--- src/rtl/context_switch_controller_pkg.sv ---
// Shared types and defaults for the context switch controller: FSM encodings,
// OS address defaults and the process-table entry layout.
package context_switch_controller_pkg;

    localparam int unsigned N_PROC_DEFAULT     = 8;
    localparam logic [31:0] OS_LIMIT_DEFAULT   = 32'd300;
    localparam logic [31:0] OS_IDLE_PC_DEFAULT = 32'd0;

    typedef logic [2:0] state_t;

    localparam state_t ST_IDLE   = 3'd0;
    localparam state_t ST_SAVE   = 3'd1;
    localparam state_t ST_RETIRE = 3'd2;
    localparam state_t ST_SELECT = 3'd3;
    localparam state_t ST_LOAD   = 3'd4;
    localparam state_t ST_HALT   = 3'd5;

    typedef struct packed {
        logic        valid;
        logic [31:0] pc;
    } proc_entry_t;

    function automatic int unsigned pid_width(input int unsigned n_proc);
        return $clog2(n_proc);
    endfunction

endpackage

--- src/rtl/context_switch_controller_rr_arbiter.sv ---
// Rotate-priority pick: first set bit of valid scanning start, start+1, ...
// wrapping modulo N.
module rr_arbiter #(
    parameter int unsigned N = 8,
    parameter int unsigned W = 3
) (
    input  logic [N-1:0] valid,
    input  logic [W-1:0] start,
    output logic [W-1:0] grant,
    output logic         found
);

    logic [W-1:0] idx;

    // Walk from the farthest offset down so the nearest valid slot wins last.
    always_comb begin
        grant = '0;
        found = 1'b0;
        idx   = '0;
        for (int unsigned i = N; i > 0; i--) begin
            idx = start + W'(i - 1);
            if (valid[idx]) begin
                grant = idx;
                found = 1'b1;
            end
        end
    end

endmodule

--- src/rtl/context_switch_controller.sv ---
// Process-slot table and switch FSM: saves the interrupted PC, picks the next
// ready slot round robin and issues a one-cycle PC load to fetch.
module context_switch_controller
    import context_switch_controller_pkg::*;
#(
    parameter int unsigned N_PROC     = N_PROC_DEFAULT,
    parameter int unsigned PID_W      = pid_width(N_PROC),
    parameter logic [31:0] OS_LIMIT   = OS_LIMIT_DEFAULT,
    parameter logic [31:0] OS_IDLE_PC = OS_IDLE_PC_DEFAULT
) (
    input  logic             clock,
    input  logic             reset,
    input  logic             troca_contexto,
    input  logic [31:0]      pc_processo_trocado,
    input  logic             fim_processo,
    input  logic             create_valid,
    input  logic [PID_W-1:0] create_pid,
    input  logic [31:0]      create_pc,
    output logic             create_err,
    output logic             pc_load,
    output logic [31:0]      pc_next,
    output logic [PID_W-1:0] processo_atual,
    output logic             running,
    output logic             busy,
    output logic             switch_done
);

    state_t           state_q, state_d;
    proc_entry_t      table_q [N_PROC];
    proc_entry_t      table_d [N_PROC];
    logic [31:0]      saved_pc_q, saved_pc_d;
    logic             troca_prev_q, troca_prev_d;
    logic             halt_scan_q, halt_scan_d;
    logic             pc_load_q, pc_load_d;
    logic             switch_done_q, switch_done_d;
    logic             create_err_q, create_err_d;
    logic             running_q, running_d;
    logic [31:0]      pc_next_q, pc_next_d;
    logic [PID_W-1:0] proc_q, proc_d;

    logic             req;
    logic [N_PROC-1:0] valid_vec;
    logic             valid_any;
    logic [PID_W-1:0] scan_start;
    logic [PID_W-1:0] grant;
    logic             found;

    assign req       = troca_contexto & ~troca_prev_q;
    assign valid_any = |valid_vec;
    // Leaving HALT scans from slot 0, i.e. as if the current slot were the last.
    assign scan_start = (halt_scan_q ? {PID_W{1'b1}} : proc_q) + PID_W'(1);

    always_comb begin
        for (int unsigned i = 0; i < N_PROC; i++) begin
            valid_vec[i] = table_q[i].valid;
        end
    end

    rr_arbiter #(
        .N (N_PROC),
        .W (PID_W)
    ) u_rr_arbiter (
        .valid (valid_vec),
        .start (scan_start),
        .grant (grant),
        .found (found)
    );

    always_comb begin
        state_d       = state_q;
        table_d       = table_q;
        saved_pc_d    = saved_pc_q;
        troca_prev_d  = troca_contexto;
        halt_scan_d   = halt_scan_q;
        pc_load_d     = 1'b0;
        switch_done_d = 1'b0;
        create_err_d  = 1'b0;
        running_d     = running_q;
        pc_next_d     = pc_next_q;
        proc_d        = proc_q;

        case (state_q)
            ST_IDLE: begin
                if (fim_processo) begin
                    state_d = ST_RETIRE;
                end else if (req) begin
                    saved_pc_d = pc_processo_trocado;
                    state_d    = ST_SAVE;
                end
            end
            ST_SAVE: begin
                table_d[proc_q].pc = saved_pc_q;
                state_d            = ST_SELECT;
            end
            ST_RETIRE: begin
                table_d[proc_q].valid = 1'b0;
                state_d               = ST_SELECT;
            end
            ST_SELECT: begin
                halt_scan_d = 1'b0;
                pc_load_d   = 1'b1;
                if (found) begin
                    pc_next_d     = table_q[grant].pc;
                    proc_d        = grant;
                    running_d     = 1'b1;
                    switch_done_d = 1'b1;
                    state_d       = ST_LOAD;
                end else begin
                    pc_next_d = OS_IDLE_PC;
                    running_d = 1'b0;
                    state_d   = ST_HALT;
                end
            end
            ST_LOAD: begin
                state_d = ST_IDLE;
            end
            ST_HALT: begin
                if (valid_any) begin
                    halt_scan_d = 1'b1;
                    state_d     = ST_SELECT;
                end
            end
            default: begin
                state_d = ST_HALT;
            end
        endcase

        // Create is judged after any retire above, so retiring and recreating
        // the same slot in one cycle succeeds.
        if (create_valid) begin
            if (table_d[create_pid].valid || (create_pc <= OS_LIMIT)) begin
                create_err_d = 1'b1;
            end else begin
                table_d[create_pid].valid = 1'b1;
                table_d[create_pid].pc    = create_pc;
            end
        end
    end

    always_ff @(posedge clock or posedge reset) begin
        if (reset) begin
            state_q       <= ST_HALT;
            for (int unsigned i = 0; i < N_PROC; i++) begin
                table_q[i] <= '0;
            end
            saved_pc_q    <= '0;
            troca_prev_q  <= 1'b0;
            halt_scan_q   <= 1'b0;
            pc_load_q     <= 1'b0;
            switch_done_q <= 1'b0;
            create_err_q  <= 1'b0;
            running_q     <= 1'b0;
            pc_next_q     <= OS_IDLE_PC;
            proc_q        <= '0;
        end else begin
            state_q       <= state_d;
            for (int unsigned i = 0; i < N_PROC; i++) begin
                table_q[i] <= table_d[i];
            end
            saved_pc_q    <= saved_pc_d;
            troca_prev_q  <= troca_prev_d;
            halt_scan_q   <= halt_scan_d;
            pc_load_q     <= pc_load_d;
            switch_done_q <= switch_done_d;
            create_err_q  <= create_err_d;
            running_q     <= running_d;
            pc_next_q     <= pc_next_d;
            proc_q        <= proc_d;
        end
    end

    assign pc_load        = pc_load_q;
    assign switch_done    = switch_done_q;
    assign create_err     = create_err_q;
    assign running        = running_q;
    assign pc_next        = pc_next_q;
    assign processo_atual = proc_q;
    assign busy           = (state_q != ST_IDLE) && (state_q != ST_HALT);

endmodule

--- config.mk ---
export PLATFORM = sky130hd
export DESIGN_NAME = context_switch_controller
export DESIGN_NICKNAME = d
export VERILOG_FILES = /design/src/rtl/context_switch_controller_pkg.sv /design/src/rtl/context_switch_controller_rr_arbiter.sv /design/src/rtl/context_switch_controller.sv
export SDC_FILE = /design/constraint.sdc
export NUM_CORES = 1
export LEC_CHECK = 0
export BUFFER_PORTS_ARGS = -buffer_cell sky130_fd_sc_hd__buf_4
export CORE_UTILIZATION = 40
export CTS_CLUSTER_SIZE = 10
export DETAILED_ROUTE_END_ITERATION = 12
export GPL_TIMING_DRIVEN = 0
export MAX_ROUTING_LAYER = met4
export PLACE_DENSITY = 0.62
export SYNTH_ARGS = -nofsm -noshare
export SYNTH_HDL_FRONTEND = slang
export SYNTH_HIERARCHICAL = 1
export SYNTH_SLANG_ARGS = --single-unit
--- constraint.sdc ---
create_clock -name clock -period 19 [get_ports clock]
set_input_delay 0 -clock clock [delete_from_list [all_inputs] [get_ports clock]]
set_output_delay 0 -clock clock [all_outputs]
set_load 0.05 [all_outputs]
# --- Yosys cells after proc, flatten, opt, wreduce, memory -nomap -nowiden ---
# Cells that the tools add are included.
totals:
  input_bits: 72
  word_cells: 142
  reg_bits: 340
  output_inout_bits: 40
op_classes:
  magnitude_cmp: 14
  bitwise_logic: 6
  n_reduce_logical: 13
  mux: 67
  eq_ne: 8
  add_sub_neg: 8
op_table:
  columns: ["op", "n"]
  rows:
  - ["$bwmux 264", 4]
  - ["$mux 264", 2]
  - ["$pmux 264 s2", 1]
  - ["$demux 33 s3", 4]
  - ["$bmux 33 s3", 2]
  - ["$mux 32", 5]
  - ["$mux 33", 4]
  - ["$mux 3", 12]
  - ["$le 32x9->1 const B", 1]
  - ["$lt 3x4->1 const B", 8]
  - ["$bmux 1 s3", 8]
  - ["$mux 1", 23]
  - ["$pmux 3 s5", 1]
  - ["$add 3x3->3 const B", 4]
  - ["$ge 4x4->1 const B", 3]
  - ["$not 3->4", 3]
  - ["$lt 4x1->1 const B", 2]
  - ["$reduce_or 8->1", 1]
  - ["$add 3x1->3 const B", 2]
  - ["$add 3x2->3 const B", 2]
  - ["$eq 3x2->1 const B", 2]
  - ["$eq 3x3->1 const B", 2]
  - ["$ne 3x3->1 const B", 2]
  - ["$reduce_and 2->1", 3]
  - ["12 further kinds", 15]

# --- Longest topological paths before layout ---
# Gate-level depths: netlist of the first run.
depth:
  depth_word: 18
  mapped_depth: 19
  mapped_depth_nobuf: 13

# --- Modules after synthesis ---
# The synthesis of the first run kept the hierarchy.
by_module_without_submodules:
  columns: ["mod", "seq_area_each_um2", "cells_each", "instances", "area_each_um2"]
  rows:
  - ["context_switch_controller", 8510.7, 1292, 1, 18134.9]
  - ["rr_arbiter", 0.0, 90, 1, 782.0]

# --- Worst setup path before layout of the first run ---
# Ideal clock, no wire load.
synth_path:
  path_type: "register -> register"
  from: "reg proc_q[0] (netlist: processo_atual[0])"
  to: "reg pc_next_q[10] (netlist: pc_next[10])"
  arrival_time_ps: 4950
  required_ps: 18867
  setup_slack_ps: 13916
  period_less_slack_ps: 5084
  path_buffers: 6
  setup_time_ps: 133
  stages_incl_launch_ff: 20
  cell_sequence: "dfrtp_1 buf_2 or2_2 ha_1 buf_4 buf_4 inv_1 ha_1 clkbuf_1 mux4_2 mux2_4 o21ai_2 a31oi_1 o21bai_1 mux2_1 clkbuf_1 buf_2 mux4_2 mux2i_1 o21ai_0"
synth_via:
  elab_chain_cells: 18
  word_cells_on_any_way: 46
  classes_between: "add/sub: 8; mux: 37; bitwise: 1"
synth_lines:
  columns: ["item", "line_no", "text"]
  rows:
  - ["from (decl)", "context_switch_controller.sv:39", "logic [PID_W-1:0] proc_q, proc_d;"]
  - ["from (signal assigned)", "context_switch_controller.sv:168", "proc_q <= proc_d;"]
  - ["$mux 3 (*)", "context_switch_controller.sv:51", "assign scan_start = (halt_scan_q ? {PID_W{1'b1}} : proc_q) + PID_W'(1);"]
  - ["$add 3x1->3 (*)", "context_switch_controller.sv:51", null]
  - ["net scan_start[1]", "context_switch_controller.sv:44", "logic [PID_W-1:0] scan_start;"]
  - ["$add 3x3->3", "context_switch_controller_rr_arbiter.sv:21", "idx = start + W'(i - 1);"]
  - ["$bmux 1 s3", "context_switch_controller_rr_arbiter.sv:22", "if (valid[idx]) begin"]
  - ["$mux 1 (not written as such)", "context_switch_controller_rr_arbiter.sv:22", null]
  - ["$mux 3 (7 in series)", "context_switch_controller_rr_arbiter.sv:22", null]
  - ["$mux 3 (*)", "context_switch_controller_rr_arbiter.sv:22", null]
  - ["net grant[0]", "context_switch_controller.sv:45", "logic [PID_W-1:0] grant;"]
  - ["$not 3->4 (not written as such) (*)", "context_switch_controller.sv:103", "pc_next_d = table_q[grant].pc;"]
  - ["$bmux 33 s3 (*)", "context_switch_controller.sv:103", null]
  - ["$mux 32 (not written as such) (*) (2 in series)", "context_switch_controller.sv:103", null]
  - ["$mux 32 (*)", "context_switch_controller.sv:102", "if (found) begin"]
  - ["to (signal assigned)", "context_switch_controller.sv:167", "pc_next_q <= pc_next_d;"]
  - ["to (decl)", "context_switch_controller.sv:38", "logic [31:0] pc_next_q, pc_next_d;"]
# The timed path passes the listed nets; every way through them passes the cells marked *. The select of a mux whose other input is x is not followed.
# A chain may end at the register's enable or synchronous reset.

# --- Worst setup path after layout of the first run ---
layout_path:
  from: "reg proc_q[1] (netlist: processo_atual[1])"
  to: "reg pc_next_q[31] (netlist: pc_next[31])"
# Same word-level chain as after synthesis.

==> results of run 1 <==
[layout by cell type, fill, tap and decap left out, drive strengths merged, types with 4 or more instances in the layout]
cell,count
nor3,4
o31ai,4
mux4,74
nor4,9
and3,5
buf,160
nor2b,6
nand2,63
clkbuf,110
nand2b,12
inv,12
nor2,11
mux2i,68
o21ai,80
dfrtp,338
dlygate4sd3,71
nand4,35
a21oi,10
mux2,492
[stage by stage]
stage / total power, µW / util, % / area, µm²
2_1_floorplan: 3373 / - / 18920
5_1_grt: 5159 / 48.18 / 22430
3_3_place_gp: 4097 / 44.02 / 20490
4_1_cts: 4901 / 48.18 / 22430
3_5_place_dp: 4153 / 44.17 / 20560
6_report: 4865 / 48.18 / 22430
[sequential cells by signal (all words and copies together), names as in the netlist]
name and flops:
pc_load 1, create_err 1, saved_pc_q 32, processo_atual 3
halt_scan_q 1, pc_next 32, state_q 3, table_q 264
running 1, switch_done 1, troca_prev_q 1
[metal layers]
layer  wire (µm)  up-vias
met5           0        -
met4        1565        0
met3        2313       97
met2       24840      335
met1       23640     6438
li1            -     5642
[worst paths after layout]
check,from,end,slack [ns],cells after the start
max,processo_atual[1]$_DFFE_PP0P_,pc_next[31]$_DFFE_PP0P_,12.64,19
min,reset,switch_done$_DFF_PP0_,0.12,3
max reg2reg,processo_atual[1]$_DFFE_PP0P_,pc_next[31]$_DFFE_PP0P_,12.64,19
min reg2reg,pc_next[30]$_DFFE_PP0P_,pc_next[30]$_DFFE_PP0P_,0.47,2
max in group asynchronous,reset,table_q[195]$_DFF_PP0_,17.75,4
min in group clock,troca_contexto,troca_prev_q$_DFF_PP0_,0.12,2
[what timing repair did]
| action | CTS | global route |
|---|---|---|
| buffers inserted | 0 | 0 |
| endpoints found under the hold margin | 386 | 0 |
| hold buffers | 71 | 0 |
[logic make-up (layout without fill, tap and decap cells)]
group / count (synthesis) / count (layout) / synth area share [%]
xor+xnor: 5 / 5 / 0.2315
fa+ha+maj: 3 / 3 / 0.1984
simple gates: 165 / 165 / 4.670
compound gates: 118 / 118 / 3.585
mux: 634 / 634 / 42.97
other cells: 0 / 1 / 0
buf+inv: 117 / 355 / 3.360
flops: 340 / 340 / 44.99
[where the power goes]
part	switching, µW	internal, µW	total [µW]
sequential	244	1050	1300
combinational	1410	1440	2840
clock	301	420	722
[area by class of cell]
class                           instances  share of cell area [%]
Tap cell                              607                   3.386
Antenna cell                            1                 0.01116
Timing Repair Buffer                  182                   7.062
Sequential cell                       340                   37.94
Clock inverter                          4                  0.3458
Buffer                                107                   2.666
Inverter                               10                  0.2008
Multi-Input combinational cell        925                   43.59
Clock buffer                           52                   4.803
[worst max-delay path: stages (launching register included)]
cell and delay (ns):
dfrtp_1 0.44, buf_2 0.21, or2_2 0.31, ha_1 0.30
buf_4 0.15, buf_4 0.18, inv_1 0.14, ha_1 0.30
clkbuf_1 0.36, mux4_1 0.50, mux2_4 0.33, a221oi_1 0.24
and3_1 0.21, nor3_1 0.05, nor2_1 0.27, clkbuf_1 0.59
clkbuf_1 0.74, mux4_2 0.43, mux2i_1 0.33, o21ai_0 0.12
==> metrics.cfg, run 1 <==
[sta]
hold_viol = 0
finalClockSkew_ns = 0.01637
period_minus_slack_ns = 6.360
period_share_pct = 33.47
drv_slew = 0
setup_viol = 0
slew_headroom_pct = 29.84
setup_ws_ns = 12.64
max_freq_ghz = 0.1572
worst_pin_slew_ns = 1.052
rsz0062_at_grt = no
setup_tns_ns = 0
whs_ns = 0.1227

[global_route]
met2_usage_pct = 35.76
grt_pass1_wl_mm = 80.85
grt_max_degree = 125
antenna_found_initial = 2
use_met1_pct = 31.32
grt_overflow = 0
busiest_layer = met2
track_usage_pct = 23.04
grt_pass1_vias = 12860
use_met3_pct = 3.119

[yosys]
synth_area_leader_cell = dfrtp_1
netlist.area_leader.share_pct = 44.71
synth-async-reset-ratio_pct = 100.0
yosysMostFrequentCell = mux2_2
synth_commonest_cells = mux2_2 (428), dfrtp_1 (338), o21ai_0 (78), mux4_2 (69), mux2i_1 (68)
ys_seq_elements = 340
ys_seq_area_share_pct = 44.99
ys.flop_type = dfrtp_1
synth-edff-count = 0
yosys-top-cells-area = dfrtp_1 (45%), mux2_2 (25%), mux4_2 (8.2%), mux2_4 (4.7%), mux2i_1 (3.6%)
synth_nets = 1457
avgSynthCellArea_um2 = 13.69
netlist_area_um2 = 18920
yosysWarnings = 6
ys_types = 60
postSynthCellCount = 1382

[critical_path]
worstSetupPathType = reg -> reg
cp-start-kind = register
crit_arrival_ns = 6.79
crit_fanout = 10
required_ns = 19.43
critPathCaptureType = register

[routing]
num_vias = 12510
avgViaCountPerCell = 5.616
drt_pass1_iterations = 7
post_drt_wl_per_cell_um = 23.50
drt_iter0_markers = 962
drc = 0
wirelength_mm = 52.36
final_antenna_net_count = 0

[floorplan]
die_w_um = 219.5
die_area_um2 = 48160
start_util_pct = 40.63
rows = 79
die_h_um = 219.5
fp.coreArea_um2 = 46560
boundaryPins = 112

[place]
dpl_worst_slack_ns = 12.69
port-buffer-count = 109
post-place-cells = 2100
dp_hpwl_mm = 33.98
place.gp.congestion = 0.8597

[outcome]
status = completed

[layout]
nNetsFinal = 1682
register_area_um2 = 8511
final_layout_size_suffix_gt1_share_pct = 47.22
fillers = 4101
instances_no_fill = 2228
multi_input_area_um2 = 9777
syn_to_final_growth_pct = 18.58

[power]
leakagePower_uw = 0.01002
vdd_drop_max_mv = 0.1734
p_per_area_nw_per_um2 = 216.9

[clock_network]
cts.root.buffer_cell = clkbuf_16
cts_buffers = 41
post_cts_resized = 0
clockBufferDepth = 3
cts_tree = yes
clock_sinks = 340
clkLatencyLatePin_ns = 0.57
clk_pin_slew_ns = 0.05
htree_levels = 2

[min_path]
hp-class = in -> async

[run]
cap_violations = 0

Note: power is estimated with default switching activity, not from simulation.
==> inputs of run 2 (changes only) <==
clock period = 6.14 ns   (was 19 ns; I/O delays follow)
==> run 2 against run 1 <==
Count of clock-buffer cells in the layout fell by 3. Sequential share of layout area fell by 0.23 points. Non-clock buffer count rose by 7. Clock skew rose by 0.0029 ns. Routed wire length rose by 1.6%. Fmax rose by 9.1%. Flip-flop and latch count did not move. Design area rose by 0.60%. Utilization rose by 0.29 points. Critical path type unchanged. Critical endpoint unchanged. Largest cell class unchanged.
==> metrics.cfg, run 2 (synthesized netlist as in run 1, its figures left out) <==
[layout]
largest_register = table_q  ; unchanged
final_cell_mix = mux2_2 (428), dfrtp_1 (338), buf_4 (121), o21ai_0 (78), dlygate4sd3_1 (70)  ; was mux2_2 (428), dfrtp_1 (338), buf_4 (121), o21ai_0 (78), dlygate4sd3_1 (71)
nNetsFinal = 1689  ; was 1682
final_layout_size_suffix_gt1_share_pct = 48.25  ; was 47.22%
final_common_cell = mux2_2  ; unchanged
instances_no_fill = 2233  ; was 2228
syn_to_final_growth_pct = 19.29  ; was 18.58%
largest_register_ffs = 264  ; unchanged

[sta]
whs_ns = 0.03138  ; was 0.1227 ns
finalClockSkew_ns = 0.01930  ; was 0.01637 ns
slew_headroom_pct = 30.16  ; was 29.84%
period_share_pct = 94.92  ; was 33.47%
drv_slew = 0  ; unchanged
period_minus_slack_ns = 5.828  ; was 6.360 ns
hold_viol = 0  ; unchanged
max_freq_ghz = 0.1716  ; was 0.1572 GHz
rsz0062_at_grt = no  ; unchanged
worst_pin_slew_ns = 1.048  ; was 1.052 ns
setup_viol = 0  ; unchanged

[global_route]
grt_max_degree = 41  ; was 125
track_usage_pct = 23.25  ; was 23.04%
grt_pass1_wl_mm = 81.47  ; was 80.85 mm
grt_pass1_vias = 13140  ; was 12860
antenna_found_initial = 2  ; unchanged
grt_overflow = 0  ; unchanged

[clock_network]
cts_tree = yes  ; unchanged
post_cts_buffers = 0  ; unchanged
htree_levels = 2  ; unchanged
clock_sinks = 340  ; unchanged
clkLatencyLatePin_ns = 0.58  ; was 0.57 ns
clockBufferDepth = 3  ; unchanged
cts_buffers = 41  ; unchanged
clk_pin_slew_ns = 0.05  ; about the same
cts.root.buffer_cell = clkbuf_16  ; unchanged

[power]
combPwrFrac_pct = 58.8  ; was 58.5%
leakagePower_uw = 0.01009  ; was 0.01002 µW
p_int_uw = 8975  ; was 2911 µW
p_clk_share_pct = 14.5  ; was 14.8%
switching_share_pct = 40.62  ; was 40.17%
vdd_drop_max_mv = 0.4785  ; was 0.1734 mV
power.switching_uw = 6140  ; was 1954 µW
seq_power_share_pct = 26.6  ; was 26.7%
p_per_area_nw_per_um2 = 669.8  ; was 216.9 nW/µm²

[min_path]
hp-class = in -> async  ; unchanged

[routing]
wirelength_mm = 53.19  ; was 52.36 mm
drt_pass1_iterations = 5  ; was 7
post_drt_wl_per_cell_um = 23.82  ; was 23.50 µm
drt_iter0_markers = 962  ; unchanged
avgViaCountPerCell = 5.638  ; was 5.616
final_antenna_net_count = 0  ; unchanged
drc = 0  ; unchanged
num_vias = 12590  ; was 12510

[critical_path]
crit_fanout = 10  ; unchanged
worstSetupPathType = reg -> reg  ; unchanged
r2r_slack_ns = 0.31  ; was 12.64 ns
required_ns = 6.57  ; was 19.43 ns
crit_arrival_ns = 6.25  ; was 6.79 ns
cpMaxStageDelayCell = buf_1  ; was clkbuf_1
slowest_delay_ns = 0.75  ; was 0.74 ns
crit_chain = buf_2, or2_2, ha_1, buf_4, buf_4, inv_1, ha_1, clkbuf_1, mux4_1, a21oi_1, o211ai_1, a211oi_1, nor4b_1, o22ai_1, clkbuf_1, buf_1, mux2i_1, o21ai_0  ; was buf_2, or2_2, ha_1, buf_4, buf_4, inv_1, ha_1, clkbuf_1, mux4_1, mux2_4, a221oi_1, and3_1, nor3_1, nor2_1, clkbuf_1, clkbuf_1, mux4_2, mux2i_1, o21ai_0
critPathCaptureType = register  ; unchanged
cp-start-kind = register  ; unchanged

[place]
place.gp.congestion = 0.8419  ; was 0.8597
dp_hpwl_mm = 35.23  ; was 33.98 mm
port-buffer-count = 109  ; unchanged
post-place-cells = 2108  ; was 2100

[floorplan]
die_w_um = 219.5  ; unchanged
start_util_pct = 40.63  ; unchanged
boundaryPins = 112  ; unchanged
die_h_um = 219.5  ; unchanged
die_area_um2 = 48160  ; unchanged
rows = 79  ; unchanged
fp.coreArea_um2 = 46560  ; unchanged

[run]
cap_violations = 0  ; unchanged

[outcome]
status = completed  ; unchanged

-- run 2: changes by cell type in the layout (fill, tap and decap cells not counted), moves of 3 or more --
| cell | delta |
|---|---|
| clkbuf_1 | -13 |
| buf_12 | +10 |
| clkbuf_2 | +7 |
| clkbuf_8 | +3 |
-- run 2: timing repair --
action	in CTS	in global routing
hold endpoints to repair	374	0
endpoints found under the setup margin	3	26
resized for setup	3	9
pin swaps	0	0
hold buffers	70	0
-- run 2: layout make-up --
class,count,area [µm²]
clock buffer,49,1096
clock inverter,5,53.80
timing repair buffer,189,1719
sequential,340,8511
fill,4051,23990
inverter,10,41.29
buffer,107,606.8
tap,607,759.5
multi-input combinational,925,9777
antenna,1,2.502
-- run 2: worst paths after layout --
| path | depth (start not counted) | startpoint | endpoint |
|---|---|---|---|
| min in group clock | 2 | troca_contexto | troca_prev_q$_DFF_PP0_ |
| worst max-delay path | 18 | processo_atual[1]$_DFFE_PP0P_ | pc_next[31]$_DFFE_PP0P_ |
| max in group asynchronous | 8 | reset | pc_next[20]$_DFFE_PP0P_ |
| worst min register to register | 2 | pc_next[30]$_DFFE_PP0P_ | pc_next[30]$_DFFE_PP0P_ |
| worst max register to register | 18 | processo_atual[1]$_DFFE_PP0P_ | pc_next[31]$_DFFE_PP0P_ |
| worst min-delay path | 3 | reset | running$_DFFE_PP0P_ |
-- run 2: critical path, delay by kind of cell, from the launching register on --
| kind | cells | cell delay, ns |
|---|---|---|
| buffers and inverters | 7 | 2.26 |
| AOI/OAI and AO/OA | 5 | 1.07 |
| and+or+nand+nor | 2 | 0.40 |
| DFF | 1 | 0.44 |
| adders and majority gates | 2 | 0.61 |
| muxes | 2 | 0.91 |
-- run 2: per-layer routing --
metal / track usage [%] / vias up / part of all wire (%)
met4: 7.315 / 0 / 2.7
met1: 31.35 / 6555 / 46
li1: - / 5636 / -
met2: 36.47 / 313 / 48
met5: - / - / 0
met3: 2.981 / 85 / 4.0
-- run 2: power by group through the flow --
stage	clock [µW]	combinational [µW]	sequential (µW)
2_1_floorplan	0	6360	4070
3_3_place_gp	0	8690	4000
3_5_place_dp	0	8840	4050
4_1_cts	2240	8900	4010
5_1_grt	2320	9460	4160
6_report	2200	8890	4030
-- run 2: per-stage QoR --
step | area, µm² | power [µW] | setup WS, ns | setup TNS (ns) | util [%]
after floorplan | 18920 | 10440 | 1.056 | 0 | -
after global placement | 20500 | 12700 | -0.6674 | -211.67 | 44.03
after detailed placement | 20700 | 12890 | -0.07433 | -0.09788 | 44.47
after CTS | 22560 | 15160 | 0.09597 | 0 | 48.46
after global routing | 22570 | 15950 | 0.01283 | 0 | 48.47
final | 22570 | 15120 | 0.3117 | 0 | 48.47
==> inputs of run 3 (changes only) <==
BUFFER_PORTS_ARGS = unset   (was -buffer_cell sky130_fd_sc_hd__buf_4)
DONT_BUFFER_PORTS = 1   (was unset)
PLACE_DENSITY = 0.6   (was 0.62)
REMOVE_ABC_BUFFERS = 1   (was unset)
==> run 3 against run 2 <==
Clock power up 2%. Sequential share of layout area up 1.4 points. Design area down 3.5%. Fmax up 1.7%. Final cell count down 8.1%. Critical path depth down 3. Non-clock buffer count down 189. Total power up 0.88%. Clock skew about the same. Combinational power down 2.8%. Via count down 5.1%. Critical endpoint is now pc_next[8]$_DFFE_PP0P_. Worst hold slack worse by 0.00064 ns.
==> metrics.cfg, run 3 (synthesized netlist as in run 1, its figures left out) <==
[outcome]
status = completed  ; unchanged

[min_path]
hp-class = in -> reg  ; was in -> async

[global_route]
grt_pass1_wl_mm = 81.05  ; was 81.47 mm
grt_overflow = 0  ; unchanged
grt_max_degree = 122  ; was 41
grt_pass1_vias = 12340  ; was 13140
antenna_found_initial = 2  ; unchanged
track_usage_pct = 23.25  ; about the same

[power]
vdd_drop_max_mv = 0.5905  ; was 0.4785 mV
p_int_uw = 9264  ; was 8975 µW
seq_power_share_pct = 28.6  ; was 26.6%
power.switching_uw = 5985  ; was 6140 µW
leakagePower_uw = 0.009499  ; was 0.01009 µW
combPwrFrac_pct = 56.7  ; was 58.8%
p_clk_share_pct = 14.7  ; was 14.5%
p_per_area_nw_per_um2 = 700.3  ; was 669.8 nW/µm²
switching_share_pct = 39.25  ; was 40.62%

[floorplan]
fp.coreArea_um2 = 46560  ; unchanged
die_w_um = 219.5  ; unchanged
die_h_um = 219.5  ; unchanged
rows = 79  ; unchanged
boundaryPins = 112  ; unchanged
start_util_pct = 40.63  ; unchanged
die_area_um2 = 48160  ; unchanged

[critical_path]
crit_chain = or2_2, ha_2, inv_1, ha_1, mux4_1, mux2_4, a221oi_1, and3_1, nor3_1, nor2_4, buf_16, buf_16, mux4_2, mux2i_1, o21ai_0  ; was buf_2, or2_2, ha_1, buf_4, buf_4, inv_1, ha_1, clkbuf_1, mux4_1, a21oi_1, o211ai_1, a211oi_1, nor4b_1, o22ai_1, clkbuf_1, buf_1, mux2i_1, o21ai_0
path_buf_inv = 3  ; was 7
path_common_cell = buf_16
cpMaxStageDelayCell = dfrtp_1  ; was buf_1
critPathCaptureType = register  ; unchanged
cp_top_family = multiplexers  ; was buffers and inverters
required_ns = 6.57  ; about the same
crit_fanout = 20  ; was 10
worstSetupPathType = reg -> reg  ; unchanged
cp-start-kind = register  ; unchanged
crit_arrival_ns = 6.16  ; was 6.25 ns
slowest_delay_ns = 0.70  ; was 0.75 ns

[run]
cap_violations = 0  ; unchanged

[place]
dpl_worst_slack_ns = 0.2311  ; was -0.07433 ns
place.gp.congestion = 0.8262  ; was 0.8419
dp_hpwl_mm = 31.51  ; was 35.23 mm
port-buffer-count = 0  ; was 109
placed_area_um2 = 19860  ; was 20700 µm²

[layout]
largest_register = table_q  ; unchanged
nNetsFinal = 1500  ; was 1689
final_cell_mix = mux2_2 (428), dfrtp_1 (338), o21ai_0 (78), dlygate4sd3_1 (72), mux4_2 (69)  ; was mux2_2 (428), dfrtp_1 (338), buf_4 (121), o21ai_0 (78), dlygate4sd3_1 (70)
final_layout_size_suffix_gt1_share_pct = 46.68  ; was 48.25%
largest_register_ffs = 264  ; unchanged
syn_to_final_growth_pct = 15.10  ; was 19.29%
final_common_cell = mux2_2  ; unchanged
fin_area_um2 = 21770  ; was 22570 µm²

[routing]
avgViaCountPerCell = 5.817  ; was 5.638
wirelength_mm = 53.14  ; was 53.19 mm
drt_pass1_iterations = 5  ; unchanged
drc = 0  ; unchanged
post_drt_wl_per_cell_um = 25.88  ; was 23.82 µm
drt_iter0_markers = 848  ; was 962
num_vias = 11940  ; was 12590
final_antenna_net_count = 0  ; unchanged

[sta]
period_share_pct = 93.36  ; was 94.92%
setup_ws_ns = 0.4074  ; was 0.3117 ns
slew_headroom_pct = 29.01  ; was 30.16%
drv_slew = 0  ; unchanged
max_freq_ghz = 0.1744  ; was 0.1716 GHz
period_minus_slack_ns = 5.733  ; was 5.828 ns
setup_viol = 0  ; unchanged
hold_viol = 0  ; unchanged
rsz0062_at_grt = no  ; unchanged
finalClockSkew_ns = 0.01967  ; was 0.01930 ns
worst_pin_slew_ns = 1.063  ; was 1.048 ns
setup_tns_ns = 0  ; unchanged

[clock_network]
cts_tree = yes  ; unchanged
clkLatencyLatePin_ns = 0.57  ; was 0.58 ns
cts.root.buffer_cell = clkbuf_16  ; unchanged
clock_sinks = 340  ; unchanged
htree_levels = 2  ; unchanged
clockBufferDepth = 3  ; unchanged
clk_pin_slew_ns = 0.06  ; was 0.05 ns
cts_buffers = 41  ; unchanged

## run 3: cell count changes in the layout (fill, tap and decap cells not counted), moves of 3 or more
cell / delta
buf_1: -8
buf_2: -19
clkbuf_2: -7
buf_4: -115
clkbuf_1: -41
buf_16: +8
and3b_1: -3
nand2_2: +8
nand2_1: -8
and3_1: -3
## run 3: path summary, 6_finish.rpt
kind / start / endpoint / slack [ns] / cells after the start
min in group asynchronous: reset / saved_pc_q[9]$_DFFE_PP0P_ / 0.11 / 2
hold reg to reg: state_q[2]$_DFFE_PP1P_ / state_q[2]$_DFFE_PP1P_ / 0.52 / 2
setup reg to reg: processo_atual[1]$_DFFE_PP0P_ / pc_next[8]$_DFFE_PP0P_ / 0.41 / 15
setup / recovery: processo_atual[1]$_DFFE_PP0P_ / pc_next[8]$_DFFE_PP0P_ / 0.41 / 15
hold / removal: create_pid[2] / table_q[143]$_DFF_PP0_ / 0.03 / 3
max in group asynchronous: reset / table_q[57]$_DFF_PP0_ / 4.89 / 3
## run 3: stage by stage
step / hold slack (ns) / total power, µW / std cells / utilization [%]
finish: 0.03074 / 15250 / 2053 / 46.77
global route: 0.03085 / 16140 / 2053 / 46.77
CTS: 0.01062 / 15370 / 2051 / 46.75
detailed placement: 0.03162 / 13020 / 1917 / 42.66
global placement: 0.03165 / 9689 / 1882 / 40.98
floorplan: 0.03143 / 9448 / 1275 / -
## run 3: layout make-up
| type | instances | area [µm²] |
|---|---|---|
| Clock buffer | 59 | 1145 |
| Fill cell | 4049 | 24780 |
| Clock inverter | 3 | 41.29 |
| Tap cell | 607 | 759.5 |
| Antenna cell | 2 | 5.005 |
| Multi-Input combinational cell | 925 | 9883 |
| Sequential cell | 340 | 8511 |
| Inverter | 10 | 45.04 |
| Timing Repair Buffer | 107 | 1384 |
## run 3: per-layer routing
metal | vias up | part of all wire [%] | track usage [%]
li1 | 5271 | - | -
met1 | 6320 | 46 | 32.42
met2 | 291 | 47 | 35.16
met3 | 60 | 5.2 | 4.003
met4 | 0 | 1.8 | 5.671
met5 | - | 0 | -
## run 3: worst register-to-register path, cell delays in order, from the launching register on
cell      delay [ns]
dfrtp_1         0.70
or2_2           0.46
ha_2            0.55
inv_1           0.22
ha_1            0.51
mux4_1          0.47
mux2_4          0.34
a221oi_1        0.23
and3_1          0.20
nor3_1          0.07
nor2_4          0.65
buf_16          0.25
buf_16          0.18
mux4_2          0.33
mux2i_1         0.31
o21ai_0         0.13
## run 3: power by group through the flow
stage	Sequential (µW)	Clock, µW	Combinational (µW)
floorplan	4130	0	5310
global placement	4340	0	5350
detailed placement	4400	0	8630
CTS	4360	2290	8710
global route	4510	2380	9250
finish	4370	2240	8640
## run 3: timing repair
item / in CTS / in global routing
buffers inserted: 0 / 0
hold buffers: 72 / 0
gates resized for setup: 0 / 1
setup endpoints to repair: 0 / 12
endpoints found under the hold margin: 400 / 0
